`src/rtl/matrix_op_defs_pkg.sv`:
```
// Shared definitions for the matrix_op_* engines and the matrix_writer:
// metadata layout of a matrix slot and the writer state encoding.
package matrix_op_defs_pkg;

    localparam int unsigned MATRIX_METADATA_WORDS = 3;
    localparam int unsigned META_ROWS_MSB         = 31;
    localparam int unsigned META_COLS_MSB         = 23;

    typedef enum logic [2:0] {
        ST_IDLE  = 3'd0,
        ST_META  = 3'd1,
        ST_DATA  = 3'd2,
        ST_ZFILL = 3'd3,
        ST_DONE  = 3'd4
    } writer_state_e;

    // Metadata word 0: rows and cols in the top two bytes, low half reserved as zero.
    function automatic logic [31:0] pack_meta0(input logic [7:0] rows, input logic [7:0] cols);
        logic [31:0] w;
        w = 32'd0;
        w[META_ROWS_MSB -: 8] = rows;
        w[META_COLS_MSB -: 8] = cols;
        return w;
    endfunction

endpackage

```
`src/rtl/matrix_writer.sv`:
```
// Writes one result matrix (3 metadata words + row-major data) into a BRAM slot.
// Optional build macro MATRIX_WRITER_ZERO_FILL_EN zero-fills the unused tail of the slot.
module matrix_writer
    import matrix_op_defs_pkg::*;
#(
    parameter int unsigned BLOCK_SIZE = 1024,
    parameter int unsigned ADDR_WIDTH = 14,
    parameter int unsigned DATA_WIDTH = 32
) (
    input  logic                  clk,
    input  logic                  rst_n,
    input  logic                  write_request,
    output logic                  write_ready,
    input  logic [2:0]            matrix_id,
    input  logic [7:0]            actual_rows,
    input  logic [7:0]            actual_cols,
    input  logic [7:0]            matrix_name [0:7],
    input  logic [DATA_WIDTH-1:0] data_in,
    input  logic                  data_valid,
    output logic                  writer_ready,
    output logic                  write_done,
    output logic                  write_error,
    output logic                  bram_wr_en,
    output logic [ADDR_WIDTH-1:0] bram_wr_addr,
    output logic [DATA_WIDTH-1:0] bram_wr_data
);

    localparam logic [15:0] MAX_TOTAL_W = 16'(BLOCK_SIZE - MATRIX_METADATA_WORDS);
    localparam logic [15:0] META_W      = 16'(MATRIX_METADATA_WORDS);

    writer_state_e         state_r;
    writer_state_e         next_state_s;
    logic [2:0]            id_r;
    logic [7:0]            rows_r;
    logic [7:0]            cols_r;
    logic [7:0]            name_r [0:7];
    logic [15:0]           total_r;
    logic [15:0]           idx_r;
    logic [1:0]            meta_cnt_r;
    logic                  write_ready_r;
    logic                  writer_ready_r;
    logic                  write_done_r;
    logic                  write_error_r;
    logic                  bram_wr_en_r;
    logic [ADDR_WIDTH-1:0] bram_wr_addr_r;
    logic [DATA_WIDTH-1:0] bram_wr_data_r;

    logic [15:0]           total_in_s;
    logic                  reject_s;
    logic                  accept_s;
    logic                  beat_s;
    logic                  last_beat_s;
    logic [ADDR_WIDTH-1:0] base_s;
    logic [ADDR_WIDTH-1:0] data_addr_s;
    logic [DATA_WIDTH-1:0] meta_word_s;
`ifdef MATRIX_WRITER_ZERO_FILL_EN
    localparam logic [15:0] LAST_OFF_W = 16'(BLOCK_SIZE - 1);
    logic                  fill_last_s;
    assign fill_last_s = ((META_W + idx_r) == LAST_OFF_W);
`endif

    assign total_in_s  = {8'd0, actual_rows} * {8'd0, actual_cols};
    assign reject_s    = (actual_rows == 8'd0) || (actual_cols == 8'd0) || (total_in_s > MAX_TOTAL_W);
    assign accept_s    = (state_r == ST_IDLE) && write_request && write_ready_r;
    assign beat_s      = (state_r == ST_DATA) && data_valid && writer_ready_r;
    assign last_beat_s = (idx_r == (total_r - 16'd1));
    assign base_s      = ADDR_WIDTH'(id_r) * ADDR_WIDTH'(BLOCK_SIZE);
    assign data_addr_s = base_s + ADDR_WIDTH'(META_W + idx_r);

    // Metadata word selected by the META phase counter.
    always_comb begin
        meta_word_s = '0;
        case (meta_cnt_r)
            2'd0:    meta_word_s = DATA_WIDTH'(pack_meta0(rows_r, cols_r));
            2'd1:    meta_word_s = DATA_WIDTH'({name_r[0], name_r[1], name_r[2], name_r[3]});
            2'd2:    meta_word_s = DATA_WIDTH'({name_r[4], name_r[5], name_r[6], name_r[7]});
            default: meta_word_s = '0;
        endcase
    end

    // Next-state logic.
    always_comb begin
        next_state_s = state_r;
        case (state_r)
            ST_IDLE: begin
                if (accept_s) next_state_s = reject_s ? ST_DONE : ST_META;
                else          next_state_s = ST_IDLE;
            end
            ST_META: begin
                if (meta_cnt_r == 2'd2) next_state_s = ST_DATA;
                else                    next_state_s = ST_META;
            end
            ST_DATA: begin
                if (beat_s && last_beat_s) begin
`ifdef MATRIX_WRITER_ZERO_FILL_EN
                    // A slot filled to the last word has no tail left to clear.
                    next_state_s = (total_r < MAX_TOTAL_W) ? ST_ZFILL : ST_DONE;
`else
                    next_state_s = ST_DONE;
`endif
                end else begin
                    next_state_s = ST_DATA;
                end
            end
`ifdef MATRIX_WRITER_ZERO_FILL_EN
            ST_ZFILL: begin
                if (fill_last_s) next_state_s = ST_DONE;
                else             next_state_s = ST_ZFILL;
            end
`endif
            ST_DONE: next_state_s = ST_IDLE;
            default: next_state_s = ST_IDLE;
        endcase
    end

    // State register.
    always_ff @(posedge clk) begin
        if (!rst_n) state_r <= ST_IDLE;
        else        state_r <= next_state_s;
    end

    // Request latch, counters and registered outputs.
    always_ff @(posedge clk) begin
        if (!rst_n) begin
            id_r           <= 3'd0;
            rows_r         <= 8'd0;
            cols_r         <= 8'd0;
            for (int i = 0; i < 8; i++) name_r[i] <= 8'd0;
            total_r        <= 16'd0;
            idx_r          <= 16'd0;
            meta_cnt_r     <= 2'd0;
            write_ready_r  <= 1'b0;
            writer_ready_r <= 1'b0;
            write_done_r   <= 1'b0;
            write_error_r  <= 1'b0;
            bram_wr_en_r   <= 1'b0;
            bram_wr_addr_r <= '0;
            bram_wr_data_r <= '0;
        end else begin
            write_ready_r  <= (next_state_s == ST_IDLE);
            writer_ready_r <= (next_state_s == ST_DATA);
            write_done_r   <= (next_state_s == ST_DONE);
            // Only a rejected request goes straight from IDLE to DONE.
            write_error_r  <= (next_state_s == ST_DONE) && (state_r == ST_IDLE);
            bram_wr_en_r   <= 1'b0;
            case (state_r)
                ST_IDLE: begin
                    idx_r      <= 16'd0;
                    meta_cnt_r <= 2'd0;
                    if (accept_s) begin
                        id_r    <= matrix_id;
                        rows_r  <= actual_rows;
                        cols_r  <= actual_cols;
                        for (int i = 0; i < 8; i++) name_r[i] <= matrix_name[i];
                        total_r <= total_in_s;
                    end
                end
                ST_META: begin
                    bram_wr_en_r   <= 1'b1;
                    bram_wr_addr_r <= base_s + ADDR_WIDTH'(meta_cnt_r);
                    bram_wr_data_r <= meta_word_s;
                    meta_cnt_r     <= meta_cnt_r + 2'd1;
                end
                ST_DATA: begin
                    if (beat_s) begin
                        bram_wr_en_r   <= 1'b1;
                        bram_wr_addr_r <= data_addr_s;
                        bram_wr_data_r <= data_in;
                        idx_r          <= idx_r + 16'd1;
                    end
                end
`ifdef MATRIX_WRITER_ZERO_FILL_EN
                ST_ZFILL: begin
                    bram_wr_en_r   <= 1'b1;
                    bram_wr_addr_r <= data_addr_s;
                    bram_wr_data_r <= '0;
                    idx_r          <= idx_r + 16'd1;
                end
`endif
                default: begin
                    meta_cnt_r <= 2'd0;
                end
            endcase
        end
    end

    assign write_ready  = write_ready_r;
    assign writer_ready = writer_ready_r;
    assign write_done   = write_done_r;
    assign write_error  = write_error_r;
    assign bram_wr_en   = bram_wr_en_r;
    assign bram_wr_addr = bram_wr_addr_r;
    assign bram_wr_data = bram_wr_data_r;

endmodule

```
`config.mk`:
```
export PLATFORM = sky130hd
export DESIGN_NAME = matrix_writer
export DESIGN_NICKNAME = d
export VERILOG_FILES = /design/src/rtl/matrix_op_defs_pkg.sv /design/src/rtl/matrix_writer.sv
export SDC_FILE = /design/constraint.sdc
export NUM_CORES = 1
export LEC_CHECK = 0
export CORE_MARGIN = 10
export CORE_UTILIZATION = 40
export CTS_BUF_LIST = sky130_fd_sc_hd__clkbuf_4 sky130_fd_sc_hd__clkbuf_8 sky130_fd_sc_hd__clkbuf_16
export DETAILED_ROUTE_END_ITERATION = 8
export PLACE_DENSITY = 0.69
export SLEW_MARGIN = 10
export SYNTH_ARGS = -nofsm -noshare
export SYNTH_HDL_FRONTEND = slang
export SYNTH_SLANG_ARGS = --single-unit
```
`constraint.sdc`:
```
create_clock -name clk -period 7.9 [get_ports clk]
set_input_delay 1.58 -clock clk [delete_from_list [all_inputs] [get_ports clk]]
set_output_delay 1.58 -clock clk [all_outputs]
set_load 0.05 [all_outputs]
```
# Yosys cells after proc, flatten, opt, wreduce, memory -nomap -nowiden

Memory sizes are Yosys's and may differ from the RTL's.
Cells that the tools add are included.
W data, S select, Z words.

Register bits: 107
Latch bits: 0
Bits in writable memories: 64
Memory bits (read-only): 0
Bits of input ports: 119
Output and inout bits: 51
Word-level logic and storage cells: 85
Memories kept: 1

Add/sub/neg operators: 6
Multiply operators: 1
Div/mod/pow operators: 0
$lt $le $gt $ge: 1
Eq/ne operators: 8
Shift operators: 0
Multiplexer cells: 28
Bitwise logic cells: 8
Reduce and logical (&&, ||, !) cells: 18

Memories:

| memory | depth | bits a word | rd ports | clocked after Yosys merged registers in | write ports | RTL line            | text |
|---|---|---|---|---|---|---|---|
| name_r | 8     | 8           | 8        | 0                                       | 8           | matrix_writer.sv:36 | `logic [7:0] name_r [0:7];` |

Operators by type and width:

| cell                    | number |
|---|---|
| $pmux W32 S3            | 1 |
| $mux W8                 | 8 |
| $pmux W32 S2            | 1 |
| $mux W32                | 1 |
| $pmux W16 S2            | 1 |
| $pmux W14 S2            | 1 |
| $add A16 B1 Y16 const B | 1 |
| $eq A16 B16 Y1          | 1 |
| $gt A16 B10 Y1 const B  | 1 |
| $logic_not A8 Y1        | 2 |
| $mul A8 B8 Y16          | 1 |
| $mux W16                | 1 |
| $sub A16 B1 Y16 const B | 1 |
| $add A13 B14 Y14        | 1 |
| $add A13 B2 Y14         | 1 |
| $add A2 B14 Y14 const A | 1 |
| $mux W14                | 1 |
| $mux W3                 | 3 |
| $pmux W3 S3             | 1 |
| $or A1 B1 Y1            | 8 |
| $eq A3 B2 Y1 const B    | 2 |
| $logic_and A1 B1 Y1     | 6 |
| $logic_not A3 Y1        | 2 |
| $mux W1                 | 6 |
| 13 further kinds        | 17 |

# Depth between registers and ports, before layout

Gate-level depths: netlist of the first run.

Word-level depth: 8
Depth in mapped cells: 18
Mapped depth without buffers: 17

# Worst setup path before layout of the first run

OpenSTA, ideal clock, no wires.

Path type: input -> register
From: in actual_cols[7]
To: reg state_r[0]
Setup time: 92 ps
Arrival time: 6180 ps
Data required time: 7808 ps
Setup slack: 1628 ps
Stages on the path: 17
Path buffers: 1
Path through: clkbuf_1 -> nand2_1 -> fa_1 -> fa_1 -> inv_1 -> fa_1 -> inv_1 -> fa_1 -> inv_1 -> ha_1 -> a21o_1 -> a31o_2 -> o211a_1 -> o41a_1 -> xor2_1 -> or4_1 -> o32ai_1

Cells in the longest elaborated chain, start to end: 6
Elaborated cells on any way between the ends: 8
Those cells by class: mul: 1; order compare: 1; mux: 3; reduce/logical: 3

Ends and longest elaborated chain:

| what                                                 | RTL line                                 | text |
|---|---|---|
| from (decl)                                          | matrix_writer.sv:16                      | `input logic [7:0] actual_cols,` |
| $mul A8 B8 Y16 or $logic_not A8 Y1 (tied branches)   | matrix_writer.sv:62, matrix_writer.sv:63 |  |
| $gt A16 B10 Y1 or $logic_or A1 B1 Y1 (tied branches) | matrix_writer.sv:63                      | `assign reject_s = (actual_rows == 8'd0) \|\| (actual_cols == 8'd0) \|\| (total_in_s > MAX_TOTAL_W);` |
| $logic_or A1 B1 Y1 (*)                               | matrix_writer.sv:63                      |  |
| $mux W3 (*) (2 in a row)                             | matrix_writer.sv:86                      | `if (accept_s) next_state_s = reject_s ? ST_DONE : ST_META;` |
| $pmux W3 S3 (*)                                      | matrix_writer.sv:84                      | `case (state_r)` |
| to (signal assigned)                                 | matrix_writer.sv:119                     | `else state_r <= next_state_s;` |
| to (decl)                                            | matrix_writer.sv:31                      | `writer_state_e state_r;` |

Mark *: on every way between the ends. The rest lies on a longest branch, timed or not.
A chain may end at the register's enable or synchronous reset.

# Worst setup path in the final report of the first run

From: in actual_rows[0]
To: reg write_done_r, in the netlist write_done

Cells in the longest elaborated chain, start to end: 7
Elaborated cells on any way between the ends: 9
Those cells by class: mul: 1; order compare: 1; eq/ne: 1; mux: 3; reduce/logical: 3

Ends and longest elaborated chain:

| what                                                 | RTL line                                 | text |
|---|---|---|
| from (decl)                                          | matrix_writer.sv:15                      | `input logic [7:0] actual_rows,` |
| $mul A8 B8 Y16 or $logic_not A8 Y1 (tied branches)   | matrix_writer.sv:62, matrix_writer.sv:63 |  |
| $gt A16 B10 Y1 or $logic_or A1 B1 Y1 (tied branches) | matrix_writer.sv:63                      |  |
| $logic_or A1 B1 Y1 (*)                               | matrix_writer.sv:63                      |  |
| $mux W3 (*) (2 in a row)                             | matrix_writer.sv:86                      |  |
| $pmux W3 S3 (*)                                      | matrix_writer.sv:84                      |  |
| $eq A3 B3 Y1 (*)                                     | matrix_writer.sv:142                     | `write_done_r <= (next_state_s == ST_DONE);` |
| to (signal assigned)                                 | matrix_writer.sv:142                     |  |
| to (decl)                                            | matrix_writer.sv:42                      | `logic write_done_r;` |

Marked as above.

==> qor.csv, run 1 <==
stage;metric;value;unit
clocking;H-tree depth;4;
min_path;Worst Hold End;bram_wr_addr[10]$_SDFFE_PN0P_;
sta;Final Slew Violations;0;
placed_design;IO Port Bufs;169;
sta;fin crit period;6.52;ns
synth;asr flop ratio synth;0;%
floorplanning;Core ar.;0.0244;mm2
floorplanning;Initial Util;40.7;%
clocking;Worst-path clk slew;0.07;ns
synth;number of synthesized flops with an enable pin;64;
critical_path;Crit Path Max Fanout;10;
global_routing;gr ovfl total;0;
clocking;CTS sink cnt;171;
synth;Yosys warnings;0;
flow_run;max cap viols;0;
sta;f_max;0.153;GHz
drt;Via-to-Cell Ratio;5.35;
final_layout;share of layout cells above drive strength 1;5.09;%
synth;Gate Count Post-Synth;1089;
clocking;Skew-Pair Late Insertion Delay;0.44;ns
sta;post-route clock period utilization;82.5;%
drt;DRC;0;
global_routing;initial antenna violation count;2;
drt;Vias;8256;
synth;post-synthesis register bit count;171;
outcome;status;finished, final reports clean;
placed_design;GP Congestion;0.853;
pwr;P per Cell Area;222;mW/mm2
critical_path;r2r setup slk;4.74;ns
global_routing;largest net degree at the start of global routing;73;
critical_path;CP Launch Type;input pin;
final_layout;post-route cell area;0.0124;mm2
floorplanning;Row Count;57;
critical_path;r2r endpoint;bram_wr_data[2]$_SDFFE_PN0P_;
synth;register area share after synthesis;40.9;%
sta;Max-slew headroom;25.3;%
clocking;post-CTS setup buffers;0;
global_routing;vias in the first global route;8236;
drt;Final ANT Viol Nets;0;
placed_design;DP HPWL;20000;um
critical_path;worst r2r src;state_r[2]$_SDFF_PN0_;
synth;Syn Area/Cell;9.13;um2
clocking;Root Buffer Master;clkbuf_16;
sta;worst hold slack;0.453;ns
synth;most common flop cell mapped by yosys;dfxtp_1;
pwr;VDD IR-drop max;0.147;mV
drt;final wirelength;27700;um
final_layout;Layout area overhead;24.7;%
global_routing;total track usage;17.5;%
clocking;clock tree from TritonCTS;yes;
floorplanning;Die ar.;0.0316;mm2
critical_path;crit path DAT;6.81;ns
sta;count of final setup violators;0;
critical_path;WP data required;8.19;ns
critical_path;critical path class;in2reg;
drt;WL/cell;17.9;um
floorplanning;num ports;170;
global_routing;first-pass GRT wire length;44200;um
final_layout;final core utilization;50.8;%
min_path;hold_sp;bram_wr_addr[10]$_SDFFE_PN0P_;
floorplanning;Die X-Extent;178;um
synth;syn_nets;1290;
placed_design;placed inst area;0.0118;mm2
critical_path;R2R depth;7;
critical_path;Worst setup EP type;register;
synth;post-synthesis cell area;0.00994;mm2
sta;Worst Skew;0.0123;ns
floorplanning;Die Height;178;um
clocking;total CTS buffers;17;
clocking;PostCTS Resize Cnt;0;
sta;RSZ-0062 raised after global routing;false;
sta;worst-margin pin slew;1.12;ns
clocking;# hold bufs at CTS;0;
min_path;Hold Path Class;reg2reg;
pwr;Static Leak;4.89;nW
synth;Cell variety after synth;59;
sta;sum of negative setup slack;0;ns
drt;TritonRoute pass-1 iters;5;
min_path;hold-critical path depth;2;
final_layout;Final #Nets;1407;
clocking;CTS Buffer Depth;2;
drt;Initial DRC Count;525;
final_layout;fillers;2273;
sta;endpoints failing hold;0;
-- kinds of logic (layout without fill, tap and decap cells) --
family	count (synthesis)	in the layout	share of synthesized area, %
compound gates	199	199	13.7
xor+xnor	49	49	4.32
fa+ha+maj	82	82	13.0
buf+inv	136	266	5.19
flops	171	171	40.9
mux	5	5	0.516
other cells	0	1	0
simple gates	447	447	22.3
-- sequential cells by signal, indices dropped and copies added (netlist names), 2 cells and up --
name / count
bram_wr_addr: 14
bram_wr_data: 32
cols_r: 8
id_r: 3
idx_r: 16
meta_cnt_r: 2
name_r: 64
rows_r: 8
state_r: 3
total_r: 16
-- cell type report --
type                            instances  area, um2  share of cell area, %
Timing Repair Buffer                  178       1750                   14.2
Multi-Input combinational cell        782       5380                   43.4
Antenna cell                            1       2.50                 0.0202
Inverter                               56        210                   1.70
Tap cell                              324        405                   3.27
Clock buffer                           17        425                   3.43
Sequential cell                       171       4060                   32.8
Clock inverter                         15        156                   1.26
-- per-layer routing --
| metal | wire (um) | track usage [%] | vias up |
|---|---|---|---|
| li1 | - | - | 4057 |
| met1 | 11700 | 20.6 | 3968 |
| met2 | 13900 | 30.5 | 193 |
| met3 | 1450 | 4.61 | 36 |
| met4 | 557 | 5.14 | 2 |
| met5 | 11 | 0 | - |
-- placed cells by master, fill, tap and decap left out, types with 11 or more instances in the layout --
master / n
clkdlybuf4s50_1: 168
nand2_1: 123
dfxtp_1: 107
nor2_1: 97
and2_1: 68
edfxtp_1: 64
inv_1: 55
a21oi_1: 53
and3_1: 53
ha_1: 45
fa_1: 36
nor3_1: 28
o21ai_0: 28
xor2_1: 26
nand3_1: 24
xnor2_1: 23
o211ai_1: 22
a211oi_1: 19
a22oi_1: 17
clkbuf_16: 17
a222oi_1: 16
a31oi_1: 11
-- critical path: stages --
cell             delay, ns
clkdlybuf4s50_1       0.66
nand2_1               0.13
fa_1                  0.52
fa_1                  0.54
inv_1                 0.06
fa_1                  0.52
inv_1                 0.05
fa_1                  0.52
inv_1                 0.04
ha_1                  0.34
a21o_1                0.22
a221oi_2              0.43
nor4_1                0.13
a2111oi_2             0.29
xnor2_1               0.16
nor4_1                0.45
o22ai_1               0.15
-- metrics by stage --
stage / cells / total power (W) / setup slack, ns
final: 1544 / 0.00275 / 1.38
after global routing: 1543 / 0.00292 / 0.944
after CTS: 1543 / 0.00277 / 1.37
after detailed placement: 1511 / 0.00195 / 0.916
after global placement: 1511 / 0.00193 / 1.03
after floorplan: 1089 / 0.00170 / 1.63
-- worst max path at each step --
stage / from / cells after the start / slack [ns] / to
final: actual_rows[0] / 17 / 1.38 / write_done$_SDFF_PN0_
after detailed placement: actual_rows[0] / 17 / 0.92 / write_done$_SDFF_PN0_
after CTS: actual_rows[0] / 17 / 1.37 / write_done$_SDFF_PN0_
after global routing: actual_rows[0] / 17 / 0.94 / write_done$_SDFF_PN0_
after floorplan: actual_cols[7] / 17 / 1.63 / state_r[0]$_SDFF_PN0_
after global placement: actual_rows[0] / 17 / 1.03 / state_r[2]$_SDFF_PN0_
-- power breakdown --
part / switching, W / internal [W] / total (W)
clock network: 0.000397 / 0.000422 / 0.000819
logic: 0.000516 / 0.000380 / 0.000896
registers: 0.0000449 / 0.000988 / 0.00103
total: 0.000958 / 0.00179 / 0.00275
-- Yosys cell counts, drive strengths merged, types with 3 or more instances --
cell,n,area (um2)
edfxtp,64,1920
nand2,125,469
ha,46,576
buf,11,46.3
a31o,4,35.0
clkbuf,69,259
a2111oi,3,32.5
fa,36,721
a21oi,54,270
or4,3,26.3
xnor2,23,201
a22oi,17,128
a222oi,16,160
nand3,24,120
nor4,7,43.8
nand4,10,62.6
dfxtp,107,2140
inv,56,210
and4,3,26.3
nand2b,4,25.0
nor3,29,150
or3,8,50.1
or2,5,31.3
and3,54,338
a21o,8,60.1
xor2,26,228
o21ai,28,140
mux2i,4,40.0
and2,68,425
a211oi,19,143
a31oi,11,68.8
o211ai,22,165
nor2,97,364
No activity file was read; power rests on OpenSTA's default activity.
==> inputs of run 2 (changes only) <==
==> constraint.sdc (replaced) <==
create_clock -name clk -period 6.1 [get_ports clk]
set_input_delay 1.22 -clock clk [delete_from_list [all_inputs] [get_ports clk]]
set_output_delay 1.22 -clock clk [all_outputs]
set_load 0.05 [all_outputs]
==> run 2 against run 1 <==
Net effect:
- utilization up 1.2 points
- setup slack worse by 1.1 ns
- sequential cell count unchanged
- combinational power up 47%
- via count up 0.34%
- sequential share of layout area down 0.77 points
- sequential power up 29%
- final area up 2.4%
- highest routed layer unchanged
==> qor.csv, run 2 (synthesized netlist as in run 1, its figures left out) <==
stage;metric;value;unit
clocking;CTS Buffer Depth;2;
final_layout;commonest cells after routing, fill and taps aside;clkdlybuf4s50_1 (167), nand2_1 (123), dfxtp_1 (107);
global_routing;vias in the first global route;8462;
critical_path;CP max stage cell;fa_1;
sta;post-route clock period utilization;95.5;%
critical_path;critical-path cell list;clkdlybuf4s50_1, nand2_1, fa_1, fa_1, inv_1, fa_1, inv_1, fa_1, inv_1, ha_1, a21o_1, a31o_2, o211a_1, o41a_1, xor2_1, or4_1, o32ai_1;
floorplanning;Core ar.;0.0244;mm2
sta;f_max;0.172;GHz
clocking;CTS sink cnt;171;
sta;count of final setup violators;0;
sta;sum of negative setup slack;0;ns
min_path;Worst Hold End;bram_wr_addr[4]$_SDFFE_PN0P_;
critical_path;CP Launch Type;input pin;
global_routing;initial antenna violation count;3;
clocking;Root Buffer Master;clkbuf_16;
global_routing;gr ovfl total;0;
critical_path;CP max stage delay;0.55;ns
outcome;status;finished, final reports clean;
pwr;VDD IR-drop max;0.158;mV
sta;worst-margin pin slew;1.09;ns
pwr;Clk pwr share;28.9;%
placed_design;IO Port Bufs;169;
critical_path;r2r setup slk;2.94;ns
min_path;Hold Path Class;reg2reg;
placed_design;DP HPWL;20400;um
clocking;Skew-Pair Late Insertion Delay;0.43;ns
drt;Vias;8284;
sta;endpoints failing hold;0;
floorplanning;Die X-Extent;178;um
clocking;clock tree from TritonCTS;yes;
critical_path;Crit Path Max Fanout;3;
global_routing;total track usage;17.5;%
final_layout;number of flip-flops in the largest register;64;
pwr;Psw;0.00125;W
sta;fin crit period;5.83;ns
floorplanning;Initial Util;40.7;%
min_path;hold_sp;bram_wr_addr[4]$_SDFFE_PN0P_;
sta;Max-slew headroom;27.2;%
placed_design;GP Congestion;0.889;
critical_path;r2r endpoint;writer_ready$_SDFF_PN0_;
critical_path;most used cell, CP;fa_1;
placed_design;placed insts;1550;
final_layout;Post-Layout Cell Count;1584;
final_layout;Storage cell area;0.00406;mm2
final_layout;area of the multi-input gates;0.00538;mm2
clocking;H-tree depth;4;
flow_run;max cap viols;0;
pwr;P per Cell Area;294;mW/mm2
final_layout;commonest non-fill, non-tap cell in the layout;clkdlybuf4s50_1;
final_layout;Final #Nets;1446;
floorplanning;Die ar.;0.0316;mm2
final_layout;share of layout cells above drive strength 1;8.11;%
clocking;Worst-path clk slew;0.07;ns
pwr;Static Leak;5.08;nW
clocking;PostCTS Resize Cnt;0;
critical_path;WP data required;6.44;ns
clocking;total CTS buffers;17;
critical_path;R2R depth;7;
floorplanning;Die Height;178;um
drt;Final ANT Viol Nets;0;
drt;WL/cell;17.4;um
global_routing;first-pass GRT wire length;44400;um
floorplanning;Row Count;57;
pwr;Comb power frac;35.4;%
pwr;Switching Fraction;33.5;%
final_layout;Largest Register;name_r;
pwr;share of power burned in registers;35.7;%
critical_path;crit path DAT;6.16;ns
critical_path;worst r2r src;state_r[1]$_SDFF_PN0_;
drt;final wirelength;27600;um
clocking;# hold bufs at CTS;0;
sta;RSZ-0062 raised after global routing;false;
drt;Via-to-Cell Ratio;5.23;
clocking;post-CTS setup buffers;0;
critical_path;Worst setup EP type;register;
drt;TritonRoute pass-1 iters;5;
critical_path;critical path class;in2reg;
global_routing;largest net degree at the start of global routing;58;
sta;Worst Skew;0.0123;ns
final_layout;fillers;2229;
final_layout;Layout area overhead;27.7;%
sta;Final Slew Violations;0;
drt;DRC;0;
floorplanning;num ports;170;
min_path;hold-critical path depth;2;
drt;Initial DRC Count;557;
pwr;internal power;0.00248;W
run 2: cell count changes in the layout (fill, tap and decap cells not counted), moves of 2 or more:
cell	before	now
clkinvlp_4	0	3
clkinv_8	2	0
inv_6	1	7
clkinv_4	5	0
inv_8	6	3
buf_4	9	48
run 2: cell type report:
type	count	share of cell area [%]
multi-input cells	782	42.4
diodes	2	0.0394
clock inverters	14	1.16
repair buffers	217	16.1
well taps	324	3.19
flip-flops and latches	171	32.0
clock buffers	18	3.41
inverters	56	1.66
run 2: worst max-delay path: cells and delay by family:
| kind | cells | cell delay (ns) |
|---|---|---|
| AOI/OAI and AO/OA | 5 | 1.12 |
| xor gates and xnor gates | 1 | 0.19 |
| adders and majority gates | 5 | 2.37 |
| buffers and inverters | 4 | 0.68 |
| and+or+nand+nor | 2 | 0.60 |
run 2: metrics by stage:
step	hold slack (ns)	worst slack [ns]	total power (W)	utilization [%]	cell area (um2)
6_report	0.457	0.274	0.00373	52.0	12700
5_1_grt	0.475	0.0250	0.00398	52.0	12700
4_1_cts	0.455	0.224	0.00376	52.0	12700
3_5_place_dp	0.447	-0.215	0.00268	49.6	12100
3_3_place_gp	0.442	-0.201	0.00267	49.6	12100
2_1_floorplan	0.436	0.188	0.00221	-	9940
run 2: routing by layer:
metal / track usage [%] / part of all wire (%)
met3: 4.87 / 5.8
met4: 6.01 / 2.5
met5: 0 / 0.087
met2: 30.9 / 50
met1: 19.9 / 42
run 2: worst max-delay path by stage:
| stage | startpoint | to | slack (ns) | depth (start not counted) |
|---|---|---|---|---|
| finish | actual_rows[0] | state_r[0]$_SDFF_PN0_ | 0.27 | 17 |
| floorplan | actual_cols[7] | state_r[0]$_SDFF_PN0_ | 0.19 | 17 |
| detailed placement | actual_rows[0] | state_r[0]$_SDFF_PN0_ | -0.21 | 17 |
| global route | actual_cols[2] | state_r[0]$_SDFF_PN0_ | 0.02 | 17 |
| global placement | actual_rows[0] | state_r[0]$_SDFF_PN0_ | -0.20 | 17 |
| CTS | actual_rows[0] | state_r[0]$_SDFF_PN0_ | 0.22 | 17 |
run 2: power groups by stage:
stage               Combinational [W]  Clock [W]  Sequential [W]
finish                        0.00132    0.00108         0.00133
global route                  0.00149    0.00114         0.00135
CTS                           0.00133    0.00109         0.00133
detailed placement            0.00132          0         0.00136
global placement              0.00131          0         0.00136
floorplan                    0.000794          0         0.00141
==> inputs of run 3 (changes only) <==
--- a/config.mk
+++ b/config.mk
@@ -6,10 +6,11 @@
 export NUM_CORES = 1
 export LEC_CHECK = 0
 export CORE_MARGIN = 10
-export CORE_UTILIZATION = 40
+export CORE_UTILIZATION = 54
 export CTS_BUF_LIST = sky130_fd_sc_hd__clkbuf_4 sky130_fd_sc_hd__clkbuf_8 sky130_fd_sc_hd__clkbuf_16
 export DETAILED_ROUTE_END_ITERATION = 8
-export PLACE_DENSITY = 0.69
+export PLACE_DENSITY = 0.87
+export SETUP_SLACK_MARGIN = 0.1
 export SLEW_MARGIN = 10
 export SYNTH_ARGS = -nofsm -noshare
 export SYNTH_HDL_FRONTEND = slang
==> run 3 against run 2 <==
Net effect:
- setup slack lost 0.042 ns
- combinational power grew 4%
- clock power is essentially flat
- wire length grew 2.3%
- sequential share of layout area grew 0.17 points
==> qor.csv, run 3 (synthesized netlist as in run 1, its figures left out) <==
stage;metric;value;unit
clocking;# hold bufs at CTS;0;
final_layout;Post-Layout Cell Count;1490;
critical_path;Worst setup EP type;register;
clocking;clock tree from TritonCTS;yes;
critical_path;R2R depth;8;
sta;fin crit period;5.87;ns
drt;TritonRoute pass-1 iters;8;
critical_path;CP max stage cell;or4_1;
global_routing;gr ovfl total;0;
pwr;Psw;0.00130;W
drt;Final ANT Viol Nets;0;
sta;sum of negative setup slack;0;ns
final_layout;commonest non-fill, non-tap cell in the layout;clkdlybuf4s50_1;
critical_path;CP max stage delay;0.55;ns
global_routing;total track usage;22.8;%
drt;DRC;0;
final_layout;share of layout cells above drive strength 1;8.58;%
clocking;H-tree depth;4;
drt;final wirelength;28200;um
clocking;total CTS buffers;17;
critical_path;WP data required;6.44;ns
global_routing;largest net degree at the start of global routing;73;
pwr;VDD IR-drop max;0.246;mV
pwr;Tot Pwr;0.00377;W
drt;Via-to-Cell Ratio;5.85;
pwr;internal power;0.00246;W
final_layout;Final #Nets;1447;
outcome;status;finished, final reports clean;
pwr;Static Leak;5.14;nW
sta;RSZ-0062 raised after global routing;false;
sta;Max-slew headroom;25.1;%
floorplanning;Die ar.;0.0242;mm2
sta;worst-margin pin slew;1.12;ns
flow_run;max cap viols;0;
placed_design;placed insts;1455;
critical_path;CP Launch Type;input pin;
final_layout;commonest cells after routing, fill and taps aside;clkdlybuf4s50_1 (162), nand2_1 (121), dfxtp_1 (107);
floorplanning;Row Count;49;
critical_path;r2r endpoint;writer_ready$_SDFF_PN0_;
sta;Final Slew Violations;0;
sta;f_max;0.170;GHz
global_routing;first-pass GRT wire length;45200;um
sta;post-route clock period utilization;96.2;%
placed_design;DP HPWL;20300;um
pwr;Clk pwr share;28.2;%
clocking;Root Buffer Master;clkbuf_16;
floorplanning;Core ar.;0.0180;mm2
drt;WL/cell;18.9;um
sta;count of final setup violators;0;
critical_path;crit path DAT;6.21;ns
floorplanning;Die Height;156;um
clocking;Worst-path clk slew;0.07;ns
sta;Worst Skew;0.0131;ns
min_path;hold_sp;bram_wr_addr[0]$_SDFFE_PN0P_;
final_layout;fillers;1318;
floorplanning;Die X-Extent;156;um
final_layout;Layout area overhead;27.0;%
min_path;Worst Hold End;bram_wr_addr[0]$_SDFFE_PN0P_;
global_routing;vias in the first global route;8700;
floorplanning;num ports;170;
pwr;Comb power frac;36.3;%
floorplanning;Initial Util;55.1;%
placed_design;GP Congestion;0.912;
min_path;Hold Path Class;reg2reg;
pwr;P per Cell Area;298;mW/mm2
clocking;Skew-Pair Late Insertion Delay;0.44;ns
critical_path;critical-path cell list;clkdlybuf4s50_1, nand2_2, fa_1, fa_1, inv_1, fa_1, inv_1, fa_1, inv_1, ha_4, a21o_1, a31o_2, o211a_1, o41a_1, xor2_2, or4_1, o32ai_2;
placed_design;worst slack, placed;-0.248;ns
final_layout;Largest Register;name_r;
drt;Initial DRC Count;649;
final_layout;number of flip-flops in the largest register;64;
critical_path;worst r2r src;total_r[0]$_SDFFE_PN0P_;
min_path;hold-critical path depth;2;
sta;endpoints failing hold;0;
critical_path;critical path class;in2reg;
clocking;CTS sink cnt;171;
sta;final worst slack;0.232;ns
critical_path;most used cell, CP;fa_1;
critical_path;r2r setup slk;3.17;ns
critical_path;Crit Path Max Fanout;3;
placed_design;IO Port Bufs;169;
global_routing;initial antenna violation count;2;
drt;Vias;8720;
clocking;CTS Buffer Depth;2;
pwr;share of power burned in registers;35.5;%
pwr;Switching Fraction;34.6;%
-- run 3: changes by cell type in the layout (fill, tap and decap cells not counted), moves of 2 or more --
cell / delta
clkinvlp_4: -2
nand2_2: +2
nand2_1: -2
inv_8: +4
clkdlybuf4s50_1: -5
inv_6: -2
buf_6: +2
dlymetal6s2s_1: +5
-- run 3: worst max-delay path, delay by kind of cell --
kind	cells	cell delay [ns]
fa+ha+maj	5	2.34
xor+xnor	1	0.18
buf+inv	4	0.67
compound gates	5	1.18
simple gates	2	0.62
-- run 3: worst max path at each step --
stage,start,endpoint,slack (ns),cells past startpoint
global placement,actual_rows[0],state_r[0]$_SDFF_PN0_,-0.17,17
CTS,actual_rows[0],state_r[0]$_SDFF_PN0_,0.19,17
floorplan,actual_cols[7],state_r[0]$_SDFF_PN0_,0.19,17
global route,actual_rows[5],state_r[0]$_SDFF_PN0_,0.08,17
detailed placement,actual_rows[0],state_r[0]$_SDFF_PN0_,-0.25,17
finish,actual_cols[6],state_r[0]$_SDFF_PN0_,0.23,17
-- run 3: power groups by stage --
stage,logic [W],registers [W],clock network (W)
6_report,0.00137,0.00134,0.00106
5_1_grt,0.00152,0.00135,0.00112
4_1_cts,0.00134,0.00134,0.00107
3_5_place_dp,0.00133,0.00136,0
3_3_place_gp,0.00129,0.00135,0
2_1_floorplan,0.000794,0.00141,0
-- run 3: layout make-up --
type	count	area, um2	area share, %
repair buffers	218	2080	16.5
clock inverters	15	144	1.14
diodes	2	5.00	0.0396
clock buffers	17	425	3.37
well taps	229	287	2.27
multi-input cells	782	5410	42.9
inverters	56	210	1.67
flip-flops and latches	171	4060	32.2
-- run 3: per-layer routing --
layer	wire length, um	GRT usage (%)	up-vias
met1	11100	26.5	4221
met3	1910	5.79	63
met2	14200	39.2	308
met5	0	0	-
li1	-	-	4128
met4	974	9.85	0
-- run 3: metrics by stage --
step	hold slack (ns)	utilization, %	instance area, um2
floorplan	0.436	-	9940
global placement	0.441	66.5	12000
detailed placement	0.447	66.5	12000
CTS	0.457	69.6	12600
global route	0.476	70.0	12600
finish	0.454	70.0	12600
-- run 3: timing repair --
action                     in CTS  in global routing
setup buffers                   0                  1
resized for setup               0                 15
hold endpoints to repair        0                  0
setup endpoints to repair       0                  4
